<file path="config.mk">
export PLATFORM = sky130hd
export DESIGN_NAME = pipe_stage_skid
export DESIGN_NICKNAME = d
export VERILOG_FILES = /design/src/rtl/pipe_stage_skid_pkg.sv /design/src/rtl/pipe_entry.sv /design/src/rtl/pipe_stage_skid.sv
export SDC_FILE = /design/constraint.sdc
export NUM_CORES = 1
export LEC_CHECK = 0
export CORE_MARGIN = 4
export CORE_UTILIZATION = 50
export DETAILED_ROUTE_END_ITERATION = 12
export PLACE_DENSITY = 0.77
export SETUP_SLACK_MARGIN = 0.5
export SLEW_MARGIN = 20
export SYNTH_ARGS = -nofsm -noshare
export SYNTH_HDL_FRONTEND = slang
export SYNTH_SLANG_ARGS = --single-unit
</file>
<file path="constraint.sdc">
create_clock -name clk -period 2.2 [get_ports clk]
set_input_delay 0.44 -clock clk [delete_from_list [all_inputs] [get_ports clk]]
set_output_delay 0.44 -clock clk [all_outputs]
set_load 0.02 [all_outputs]
</file>
<file path="src/rtl/pipe_stage_skid_pkg.sv">
// Shared widths and field layout for the skid-buffered pipeline stage.
// Stage instances pack and unpack their bundles with these offsets.
package pipe_stage_skid_pkg;

    localparam int CTRL_W      = 10;
    localparam int DATA_W      = 70;
    localparam int STALL_CNT_W = 8;

    localparam int REGDST   = 0;
    localparam int ALUSRC   = 1;
    localparam int MEMTOREG = 2;
    localparam int REGWRITE = 3;
    localparam int MEMREAD  = 4;
    localparam int MEMWRITE = 5;
    localparam int BRANCH   = 6;
    localparam int ALUOP_LO = 7;
    localparam int ALUOP_HI = 8;
    localparam int SPARE    = 9;

    localparam int WORD_W  = 16;
    localparam int REG_W   = 3;
    localparam int IMM_OFS = 0;
    localparam int RD1_OFS = 16;
    localparam int RD2_OFS = 32;
    localparam int PC_OFS  = 48;
    localparam int RD_OFS  = 64;
    localparam int RT_OFS  = 67;

    function automatic logic [DATA_W-1:0] pack_data(
        input logic [WORD_W-1:0] imm,
        input logic [WORD_W-1:0] rd1,
        input logic [WORD_W-1:0] rd2,
        input logic [WORD_W-1:0] pc,
        input logic [REG_W-1:0]  rd,
        input logic [REG_W-1:0]  rt
    );
        logic [DATA_W-1:0] d;
        d = '0;
        d[IMM_OFS +: WORD_W] = imm;
        d[RD1_OFS +: WORD_W] = rd1;
        d[RD2_OFS +: WORD_W] = rd2;
        d[PC_OFS  +: WORD_W] = pc;
        d[RD_OFS  +: REG_W]  = rd;
        d[RT_OFS  +: REG_W]  = rt;
        return d;
    endfunction

endpackage

</file>
<file path="src/rtl/pipe_entry.sv">
// One held pipeline entry: valid flag, control vector and payload.
// Data is kept when invalidated; only the control vector is cleared.
module pipe_entry
    import pipe_stage_skid_pkg::*;
#(
    parameter int CW = CTRL_W,
    parameter int DW = DATA_W
) (
    input  logic          clk,
    input  logic          rst_n,
    input  logic          load,
    input  logic          invalidate,
    input  logic          clear_ctrl,
    input  logic [CW-1:0] d_ctrl,
    input  logic [DW-1:0] d_data,
    output logic          valid,
    output logic [CW-1:0] ctrl,
    output logic [DW-1:0] data
);

    // Load wins over invalidate/clear; state moves on the falling edge
    always_ff @(negedge clk or negedge rst_n) begin
        if (!rst_n) begin
            valid <= 1'b0;
            ctrl  <= '0;
            data  <= '0;
        end else if (load) begin
            valid <= 1'b1;
            ctrl  <= d_ctrl;
            data  <= d_data;
        end else begin
            if (invalidate) valid <= 1'b0;
            if (clear_ctrl) ctrl  <= '0;
        end
    end

endmodule

</file>
<file path="src/rtl/pipe_stage_skid.sv">
// Inter-stage register with a 2-entry skid buffer, flush and stall counter.
// in_ready comes straight from the skid flag so back-pressure is registered.
module pipe_stage_skid #(
    parameter int CTRL_W      = pipe_stage_skid_pkg::CTRL_W,
    parameter int DATA_W      = pipe_stage_skid_pkg::DATA_W,
    parameter int STALL_CNT_W = pipe_stage_skid_pkg::STALL_CNT_W
) (
    input  logic                   clk,
    input  logic                   rst_n,
    input  logic                   in_valid,
    output logic                   in_ready,
    input  logic [CTRL_W-1:0]      in_ctrl,
    input  logic [DATA_W-1:0]      in_data,
    input  logic                   flush,
    output logic                   out_valid,
    input  logic                   out_ready,
    output logic [CTRL_W-1:0]      out_ctrl,
    output logic [DATA_W-1:0]      out_data,
    output logic [1:0]             occupancy,
    output logic [STALL_CNT_W-1:0] stall_cnt,
    input  logic                   stall_clr
);

    logic              main_valid;
    logic              skid_valid;
    logic [CTRL_W-1:0] main_ctrl;
    logic [CTRL_W-1:0] skid_ctrl;
    logic [DATA_W-1:0] main_data;
    logic [DATA_W-1:0] skid_data;

    logic              accept;
    logic              pop;
    logic              main_load;
    logic              main_inv;
    logic              main_clr;
    logic              main_from_skid;
    logic              skid_load;
    logic              skid_inv;
    logic              skid_clr;
    logic [CTRL_W-1:0] main_d_ctrl;
    logic [DATA_W-1:0] main_d_data;

    assign accept = in_valid & in_ready & ~flush;
    assign pop    = main_valid & out_ready;

    // Per-edge entry control: flush, fill, drain, skid capture
    always_comb begin
        main_load      = 1'b0;
        main_inv       = 1'b0;
        main_clr       = 1'b0;
        main_from_skid = 1'b0;
        skid_load      = 1'b0;
        skid_inv       = 1'b0;
        skid_clr       = 1'b0;
        priority case (1'b1)
            flush: begin
                main_inv = 1'b1;
                main_clr = 1'b1;
                skid_inv = 1'b1;
                skid_clr = 1'b1;
            end
            !main_valid: begin
                main_load = accept;
            end
            pop: begin
                skid_inv = 1'b1;
                skid_clr = 1'b1;
                if (accept) begin
                    main_load = 1'b1;
                end else if (skid_valid) begin
                    main_load      = 1'b1;
                    main_from_skid = 1'b1;
                end else begin
                    main_inv = 1'b1;
                    main_clr = 1'b1;
                end
            end
            default: begin
                skid_load = accept;
            end
        endcase
    end

    assign main_d_ctrl = main_from_skid ? skid_ctrl : in_ctrl;
    assign main_d_data = main_from_skid ? skid_data : in_data;

    pipe_entry #(.CW(CTRL_W), .DW(DATA_W)) u_main (
        .clk        (clk),
        .rst_n      (rst_n),
        .load       (main_load),
        .invalidate (main_inv),
        .clear_ctrl (main_clr),
        .d_ctrl     (main_d_ctrl),
        .d_data     (main_d_data),
        .valid      (main_valid),
        .ctrl       (main_ctrl),
        .data       (main_data)
    );

    pipe_entry #(.CW(CTRL_W), .DW(DATA_W)) u_skid (
        .clk        (clk),
        .rst_n      (rst_n),
        .load       (skid_load),
        .invalidate (skid_inv),
        .clear_ctrl (skid_clr),
        .d_ctrl     (in_ctrl),
        .d_data     (in_data),
        .valid      (skid_valid),
        .ctrl       (skid_ctrl),
        .data       (skid_data)
    );

    assign in_ready  = ~skid_valid;
    assign out_valid = main_valid;
    assign out_ctrl  = main_valid ? main_ctrl : '0;
    assign out_data  = main_data;
    assign occupancy = {1'b0, main_valid} + {1'b0, skid_valid};

    // Saturating count of edges where the head entry is held back
    always_ff @(negedge clk or negedge rst_n) begin
        if (!rst_n) begin
            stall_cnt <= '0;
        end else if (stall_clr) begin
            stall_cnt <= '0;
        end else if (main_valid && !out_ready
                     && stall_cnt != {STALL_CNT_W{1'b1}}) begin
            stall_cnt <= stall_cnt + 1'b1;
        end
    end

endmodule

</file>
==> flow_summary.ini <==
[drt]
drt_iter0_drc = 356
avgViaCountPerCell = 5.81
drtAntennaViolNets = 0
finalWirelength_mm = 27.5
num_vias = 6156
drt_first_pass_iters = 4
wire_per_inst_um = 25.9
drc_errors = 0

[grt]
grtUsageTotal_pct = 29.2
grt_pass1_vias = 6751
grt_antenna_before_repair = 1
grt.overflow.total = 0
grt_start_max_net_pins = 28
grt_pass1_wl_mm = 39.1

[clocking]
clkTransAtPathRegs_ns = 0.05
clock_path_buffers = 2
htree_levels = 4
cts_made_buffers = 17
numClockSinks = 170
ctsHoldBuffers = 0
tritoncts = yes
root_buffer = clkbuf_16
clock_latency_ns = 0.41

[yosys]
yosysTopAreaCell = dfrtn_1
synth_top_family_by_area = multiplexers
synthTopCellsByArea = dfrtn_1, mux2_2, buf_2
synth_area_mm2 = 0.00758
synthMuxAreaShare_pct = 32.8
synth_top_area_share_pct = 56.1
syn_avg_cell_area_um2 = 14.3
yosys_register_bits = 170
synth-xor-area-share_pct = 0
synth-compound-area-share_pct = 4.13
post_synth_num_cell_types = 37
syn-num-nets = 617
syn_inst = 529
yosysWarnings = 0
synthAdderAreaFrac_pct = 0.330
ys_seq_area_share_pct = 56.1
synthSimpleGateAreaFrac_pct = 3.50

[setup_path]
rr_startpoint = u_main.valid
cpMostUsedCell = buf_6
worstPathCellList = buf_6 > buf_6 > buf_4
critPathLaunchType = flop
critPathBufInv = 3
cp_top_family = flip-flops
critPathArrivalTime_ns = 2.47
slowest_delay_ns = 0.49
worstSetupPathType = reg2out
worstSetupEndpointType = output pin
cp.required_ns = 1.76
slowest_stage = dfrtn_1
startpoint = u_main.valid
cp_max_fo = 9

[floorplan]
pin_count = 178
die_y_um = 131
start_util_pct = 51.6
row_count = 44
placeableCoreArea_mm2 = 0.0147
dieArea_mm2 = 0.0172
die_w_um = 131

[place]
dp_slack_ns = -1.23
dp_hpwl_mm = 12.8
gp_congestion = 0.812
port_buffers = 177

[sta]
slew_headroom_pct = 66.9
fin_worst_skew_ns = 0.00665
drv_slew = 0
worstMarginPinSlew_ns = 0.497
setup_violations = 254
hold_violations = 0
rsz0062_at_grt = yes
layout_setup_ws_ns = -0.706

[pwr]
ir_drop_v = 0.000667
leakage_nw = 6.03
power_density_mw_per_mm2 = 820
total_power_mw = 10.6

[layout]
fillers = 604
fin_nets = 950
layout_commonest_cell = dfrtn_1
final_cell_mix = dfrtn_1, buf_6, mux2_4, mux2_2, buf_4
drive_above_1_share_pct = 63.3
syn_to_final_growth_pct = 71.1

[status]
failed_checks = negative setup slack
status = complete, but fails checks

[min_path]
worstHoldStart = u_skid.data[38]
hold_path_class = reg2reg

[job]
maxCapViolCount = 0
-- final timing paths --
kind                                         to  slack, ns  cells past startpoint
worst max-delay path                  out_valid      -0.71                      3
worst min-delay path            u_skid.data[38]       0.45                      1
worst max register to register  u_main.data[45]      -0.20                     10
worst min register to register  u_skid.data[38]       0.45                      1
max in group asynchronous       u_main.data[39]       0.74                      2
min in group asynchronous       u_skid.data[53]       0.92                      1
-- logic make-up (layout without fill, tap and decap cells) --
family / after synthesis / after routing
DFF: 170 / 170
and+or+nand+nor: 41 / 42
muxes: 222 / 222
adders and majority gates: 2 / 2
other: 0 / 1
AOI/OAI and AO/OA: 39 / 39
buffers and inverters: 55 / 400
-- power by group --
group / leakage (nW) / internal, mW / switching [mW]
combinational: 3.66 / 2.01 / 1.22
clock: 0.275 / 1.74 / 1.32
sequential: 2.09 / 3.85 / 0.507
-- what timing repair did --
item / in CTS / in global routing
cloned: 24 / 2
buffers inserted: 51 / 35
pin swaps: 14 / 10
setup endpoints to repair: 262 / 262
gates resized for setup: 707 / 39
-- flip-flops by register name, summed over array words and instances, names as in the netlist --
| signal | count |
|---|---|
| u_main.data | 70 |
| u_skid.valid | 1 |
| stall_cnt | 8 |
| u_main.ctrl | 10 |
| u_skid.data | 70 |
| u_main.valid | 1 |
| u_skid.ctrl | 10 |
-- synthesized netlist by cell type (all sizes together) --
library cell  count
and2             11
a22o              1
o21a              1
nand3b            2
nand2b            4
mux2            211
mux2i            11
buf              27
or3               1
inv              22
a211o             1
and3b             1
a21oi             6
a21boi            1
clkbuf            6
nand4b            2
o21ai             1
dfrtn           170
ha                2
o32ai            10
o2bb2ai           9
a211oi            4
nand4             1
nor2b             3
nor4b             2
a31oi             3
a41oi             2
nand3             2
and3              2
nor2              1
nor3              6
nor4              1
nand2             2
-- area by class of cell --
type	instances	area (um^2)	area share, %
Clock buffer	19	453	3.49
Clock inverter	13	144	1.11
Antenna cell	1	2.50	0.0193
Inverter	22	85.1	0.656
Tap cell	184	230	1.77
Timing Repair Buffer	346	4030	31.1
Sequential cell	170	4250	32.8
Multi-Input combinational cell	305	3770	29.1
-- metal layers --
layer | share of wire, % | track usage [%] | up-vias | wire (um)
li1 | - | - | 2584 | -
met1 | 38 | 35.7 | 3218 | 10500
met2 | 52 | 49.8 | 279 | 14300
met3 | 6.0 | 7.11 | 75 | 1660
met4 | 3.7 | 12.4 | 0 | 1010
met5 | 0 | 0 | - | 0
-- metrics by stage --
stage | hold slack, ns | TNS, ns | std cells | utilization [%] | instance area [um^2]
after CTS | 0.445 | -94.19 | 1022 | 85.0 | 12500
after global placement | 0.434 | -225.24 | 915 | 69.5 | 10200
after global routing | 0.467 | -100.37 | 1060 | 88.2 | 13000
final | 0.454 | -93.43 | 1060 | 88.2 | 13000
after floorplan | 0.418 | -92.29 | 529 | - | 7920
after detailed placement | 0.439 | -229.24 | 915 | 69.5 | 10200
-- worst reg2reg max path, stage by stage (launching register included) --
cell and delay, ns:
dfrtn_1 0.49, buf_6 0.16, buf_4 0.10, buf_4 0.10, buf_4 0.13, nand2_1 0.12, a211oi_4 0.33, buf_4 0.18
buf_8 0.14, clkbuf_16 0.16, mux2_2 0.34
No activity file was read; power rests on OpenSTA's default activity.
